<file path="config.mk">
export PLATFORM = sky130hd
export DESIGN_NAME = pipe_hazard_ctrl
export DESIGN_NICKNAME = d
export VERILOG_FILES = /design/src/rtl/pipe_hazard_ctrl.sv
export SDC_FILE = /design/constraint.sdc
export NUM_CORES = 1
export LEC_CHECK = 0
export ABC_CLOCK_PERIOD_IN_PS = 1770
export BUFFER_PORTS_ARGS = -buffer_cell sky130_fd_sc_hd__buf_2
export CORE_MARGIN = 2
export CORE_UTILIZATION = 48
export DETAILED_ROUTE_END_ITERATION = 10
export HOLD_SLACK_MARGIN = 0.06
export PLACE_DENSITY = 0.84
export SETUP_SLACK_MARGIN = 0.02
export SLEW_MARGIN = 40
export SYNTH_ARGS = -nofsm -noshare
export SYNTH_HDL_FRONTEND = slang
export SYNTH_SLANG_ARGS = --single-unit
</file>
<file path="constraint.sdc">
create_clock -name clk -period 1.77 [get_ports clk]
set_input_delay 0.0885 -clock clk [delete_from_list [all_inputs] [get_ports clk]]
set_output_delay 0.0885 -clock clk [all_outputs]
set_load 0.05 [all_outputs]
</file>
<file path="src/rtl/pipe_hazard_ctrl.sv">
// Stall/forward controller for the 5-stage pipeline.
// Shadows E/M/W destination timing, decides D-stage stalls/forwarding and tracks MDU busy time.
`timescale 1ns/1ps
module pipe_hazard_ctrl #(
  parameter int unsigned MULT_CYCLES = 5,
  parameter int unsigned DIV_CYCLES  = 10
) (
  input  logic       clk,
  input  logic       reset,
  input  logic [4:0] d_rs,
  input  logic [4:0] d_rt,
  input  logic [1:0] d_tuse_rs,
  input  logic [1:0] d_tuse_rt,
  input  logic [4:0] d_dst,
  input  logic [1:0] d_tnew,
  input  logic [1:0] d_md_op,
  output logic       stall,
  output logic       f_en,
  output logic       d_en,
  output logic       e_flush,
  output logic [1:0] fwd_rs,
  output logic [1:0] fwd_rt,
  output logic       md_start,
  output logic       md_busy
);

  localparam int unsigned CNT_MAX = (MULT_CYCLES > DIV_CYCLES) ? MULT_CYCLES : DIV_CYCLES;
  localparam int unsigned CNT_W   = $clog2(CNT_MAX + 1);

  localparam logic [1:0] MD_NONE = 2'b00;
  localparam logic [1:0] MD_MULT = 2'b01;
  localparam logic [1:0] MD_DIV  = 2'b10;
  localparam logic [1:0] TUSE_NA = 2'd3;

  logic [4:0]       e_dst_q, e_dst_d;
  logic [1:0]       e_tnew_q, e_tnew_d;
  logic [1:0]       e_md_q, e_md_d;
  logic [4:0]       m_dst_q, m_dst_d;
  logic [1:0]       m_tnew_q, m_tnew_d;
  logic [4:0]       w_dst_q, w_dst_d;
  logic [CNT_W-1:0] cnt_q, cnt_d;

  logic rs_hazard, rt_hazard, md_hazard;

  // Youngest matching in-flight producer (E before M) decides whether the value is late.
  function automatic logic src_hazard(input logic [4:0] idx, input logic [1:0] tuse,
                                      input logic [4:0] e_dst, input logic [1:0] e_tnew,
                                      input logic [4:0] m_dst, input logic [1:0] m_tnew);
    logic hz;
    hz = 1'b0;
    if (tuse != TUSE_NA && idx != 5'd0) begin
      if (e_dst == idx)      hz = (e_tnew > tuse);
      else if (m_dst == idx) hz = (m_tnew > tuse);
    end
    return hz;
  endfunction

  function automatic logic [1:0] src_fwd(input logic [4:0] idx, input logic [1:0] tuse,
                                         input logic [4:0] e_dst, input logic [1:0] e_tnew,
                                         input logic [4:0] m_dst, input logic [1:0] m_tnew,
                                         input logic [4:0] w_dst);
    logic [1:0] sel;
    sel = 2'd0;
    if (tuse != TUSE_NA && idx != 5'd0) begin
      if (e_dst == idx)      sel = (e_tnew == 2'd0) ? 2'd1 : 2'd0;
      else if (m_dst == idx) sel = (m_tnew == 2'd0) ? 2'd2 : 2'd0;
      else if (w_dst == idx) sel = 2'd3;
    end
    return sel;
  endfunction

  always_comb begin
    md_start  = (e_md_q == MD_MULT) || (e_md_q == MD_DIV);
    md_busy   = (cnt_q != '0) || md_start;
    rs_hazard = src_hazard(d_rs, d_tuse_rs, e_dst_q, e_tnew_q, m_dst_q, m_tnew_q);
    rt_hazard = src_hazard(d_rt, d_tuse_rt, e_dst_q, e_tnew_q, m_dst_q, m_tnew_q);
    md_hazard = (d_md_op != MD_NONE) && md_busy;
    stall     = rs_hazard || rt_hazard || md_hazard;
    f_en      = ~stall;
    d_en      = ~stall;
    e_flush   = stall;
    fwd_rs    = src_fwd(d_rs, d_tuse_rs, e_dst_q, e_tnew_q, m_dst_q, m_tnew_q, w_dst_q);
    fwd_rt    = src_fwd(d_rt, d_tuse_rt, e_dst_q, e_tnew_q, m_dst_q, m_tnew_q, w_dst_q);
  end

  // Slot advance: a stall drops a bubble into E while M/W keep draining.
  always_comb begin
    e_dst_d  = '0;
    e_tnew_d = '0;
    e_md_d   = MD_NONE;
    if (!stall) begin
      e_dst_d  = d_dst;
      e_tnew_d = d_tnew;
      e_md_d   = d_md_op;
    end
    m_dst_d  = e_dst_q;
    m_tnew_d = (e_tnew_q == 2'd0) ? 2'd0 : e_tnew_q - 2'd1;
    w_dst_d  = m_dst_q;
    if (e_md_q == MD_MULT)     cnt_d = CNT_W'(MULT_CYCLES);
    else if (e_md_q == MD_DIV) cnt_d = CNT_W'(DIV_CYCLES);
    else if (cnt_q != '0)      cnt_d = cnt_q - CNT_W'(1);
    else                       cnt_d = cnt_q;
  end

  always_ff @(posedge clk) begin
    if (reset) begin
      e_dst_q  <= '0;
      e_tnew_q <= '0;
      e_md_q   <= MD_NONE;
      m_dst_q  <= '0;
      m_tnew_q <= '0;
      w_dst_q  <= '0;
      cnt_q    <= '0;
    end else begin
      e_dst_q  <= e_dst_d;
      e_tnew_q <= e_tnew_d;
      e_md_q   <= e_md_d;
      m_dst_q  <= m_dst_d;
      m_tnew_q <= m_tnew_d;
      w_dst_q  <= w_dst_d;
      cnt_q    <= cnt_d;
    end
  end

endmodule

</file>
==> flow_summary.json <==
{
  "cts_buffer_depth": 2,
  "path_cells": "ha_4, nand2b_4, a2111oi_4, a22oi_2, o221ai_4, buf_4, inv_4, buf_8",
  "final_cell_mix": "26 x buf_2, 22 x buf_4, 15 x dfxtp_1",
  "critPathTopFamily": "compound AO/OA/AOI/OAI gates",
  "gp_congestion": 0.869,
  "htreeDepth": 1,
  "synthFlopType": "dfxtp_1",
  "hold_path.class": "primary input to flop",
  "fin_util": 0.813,
  "antenna_cells": 0,
  "fin_nets": 280,
  "status": "complete, but fails checks",
  "ys_warn_count": 0,
  "path_max_fanout": 4,
  "cts_num_sinks": 25,
  "clk_pin_slew_worst_paths_ns": 0.14,
  "syn_to_final_growth_pct": 57.4,
  "vias": 1480,
  "rows": 20,
  "r2r-end": "e_md_q[1]",
  "startpoint_type": "flop",
  "grt_pass1_wl_mm": 6.06,
  "report.final.hold_viol_count": 0,
  "layout-drive-gt1-share": 0.527,
  "total_power_mw": 2.97,
  "overflow": 0,
  "synth.top_cells.by_area": "dfxtp_1 31%, xor2_1 11%, ha_1 10%",
  "powerDensity_nw_per_um2": 1180,
  "reg2reg_slack_ns": -0.36,
  "critical_path_buf_inv_count": 3,
  "post_drt_wl_per_cell_microns": 15.6,
  "ys_types": 34,
  "setup_viol": 17,
  "numCtsBuffers": 3,
  "worst_hold_slack_ns": 0.210,
  "grt.total_usage": 0.218,
  "hpwlAfterDp_mm": 2.74,
  "slew_headroom": 0.656,
  "cts_tree": "done",
  "report.final.slew_viol_count": 0,
  "cp_num_cells": 8,
  "synth_top_area_share": 0.312,
  "slowest_stage": "dfxtp_4",
  "clock_latency_ns": 0.32,
  "ys_seq_area_frac": 0.312,
  "final_common_cell": "buf_2",
  "crit_start": "m_tnew_q[1]",
  "max_stage_delay_ns": 0.39,
  "path_class": "flop to output pin",
  "cp_data_required_time_ns": 1.68,
  "max_cap_viol_count": 0,
  "dieArea_sq_um": 3820,
  "fmax_mhz": 453,
  "timing.final.ws_setup_ns": -0.437,
  "first_iter_violations": 67,
  "antenna_found_initial": 0,
  "io_buffers": 34,
  "cp_data_arrival_time_ns": 2.12,
  "synth_seq_cells": 25,
  "core-area_sq_um": 3100,
  "tightestPinTransition_ns": 0.516,
  "rsz0062_at_grt": "true",
  "start_util": 0.517,
  "die_w_microns": 61.8,
  "postSynthAreaPerCell_sq_um": 9.21,
  "totalWireLength_mm": 4.44,
  "fin_crit_ns": 2.21,
  "grt_max_degree": 26,
  "cts-root-buf": "clkbuf_4",
  "finalClockSkew_ns": 0.00571,
  "drc_errors": 0,
  "ir_drop_mv": 1.33,
  "synth_cells": 174,
  "p_leak_nw": 1.02,
  "violations": "setup timing",
  "fin_crit_sh": 1.25,
  "async_reset_ff_frac": 0,
  "grt_pass1_vias": 1403,
  "yosys.area.top_type": "dfxtp_1",
  "ff2ff_path_depth": 10,
  "syn_nets": 212,
  "pin_count": 35,
  "vias_per_cell": 5.19,
  "worst_setup_path_end_kind": "output pin",
  "antenna_left": 0,
  "cp-endpoint": "d_en",
  "drt_pre_antenna_iters": 4,
  "syn_area_sq_um": 1600,
  "timing.rr.start": "m_tnew_q[1]",
  "synth_edf_count": 0,
  "die_h_microns": 61.8
}
## cell families (layout without fill, tap and decap cells)
| logic type | after synthesis | in the layout | synth area share |
|---|---|---|---|
| DFF | 25 | 25 | 0.312 |
| AOI/OAI and AO/OA | 21 | 21 | 0.0952 |
| muxes | 2 | 2 | 0.0125 |
| xor gates and xnor gates | 31 | 31 | 0.169 |
| buffers and inverters | 18 | 85 | 0.0523 |
| and+or+nand+nor | 64 | 64 | 0.257 |
| adders and majority gates | 13 | 13 | 0.101 |
## worst min path at each step
stage,depth (start not counted),end,startpoint
CTS,2,cnt_q[2],reset
finish,2,w_dst_q[1],reset
detailed placement,2,e_dst_q[4],d_dst[4]
global route,2,w_dst_q[1],reset
floorplan,1,m_dst_q[0],reset
global placement,2,e_dst_q[3],d_dst[3]
## power by group
group	leakage, nW	switching [mW]	internal, mW
clock	0.0139	0.172	0.0865
combinational	0.793	1.02	0.894
sequential	0.211	0.118	0.676
## layer usage
| metal | track usage | part of all wire |
|---|---|---|
| met1 | 0.281 | 0.40 |
| met2 | 0.391 | 0.54 |
| met3 | 0.0166 | 0.039 |
| met4 | 0.0638 | 0.020 |
| met5 | 0 | 0 |
## metrics by stage
stage	area [sq um]	TNS, ns	instances	setup WS (ns)
after floorplan	1670	-0.628	174	-0.244
after global placement	1980	-1.32	265	-0.165
after detailed placement	1980	-2.25	265	-0.232
after CTS	2280	-3.77	280	-0.445
after global routing	2520	-6.29	285	-0.514
final	2520	-5.07	285	-0.437
## synth_stat cells (all sizes together) (3+ instances only)
| master | instances |
|---|---|
| a211oi | 3 |
| inv | 13 |
| xor2 | 20 |
| and2 | 3 |
| nor3 | 10 |
| buf | 4 |
| nor2 | 10 |
| nand3 | 4 |
| ha | 13 |
| o21ai | 7 |
| nand2 | 9 |
| nor3b | 11 |
| dfxtp | 25 |
| xnor2 | 11 |
| nor2b | 12 |
## sequential cells by signal, summed over array words and instances, names as in the netlist
| name | count |
|---|---|
| e_dst_q | 5 |
| m_dst_q | 5 |
| w_dst_q | 5 |
| cnt_q | 4 |
| e_md_q | 2 |
| e_tnew_q | 2 |
| m_tnew_q | 2 |
## final cells by class
type	count	area, sq um
clock buffers	3	22.5
repair buffers	68	520
well taps	44	55.1
flip-flops and latches	25	533
clock inverters	1	7.51
inverters	13	51.3
multi-input cells	131	1330
fillers	191	581
## timing repair
| action | 4_1_cts | 5_1_grt |
|---|---|---|
| endpoints found under the setup margin | 17 | 17 |
| endpoints found under the hold margin | 9 | 0 |
| gates resized for setup | 41 | 38 |
| pin swaps | 10 | 13 |
| setup buffers | 2 | 5 |
| hold buffers | 9 | 0 |
No activity file was read; power rests on OpenSTA's default activity.
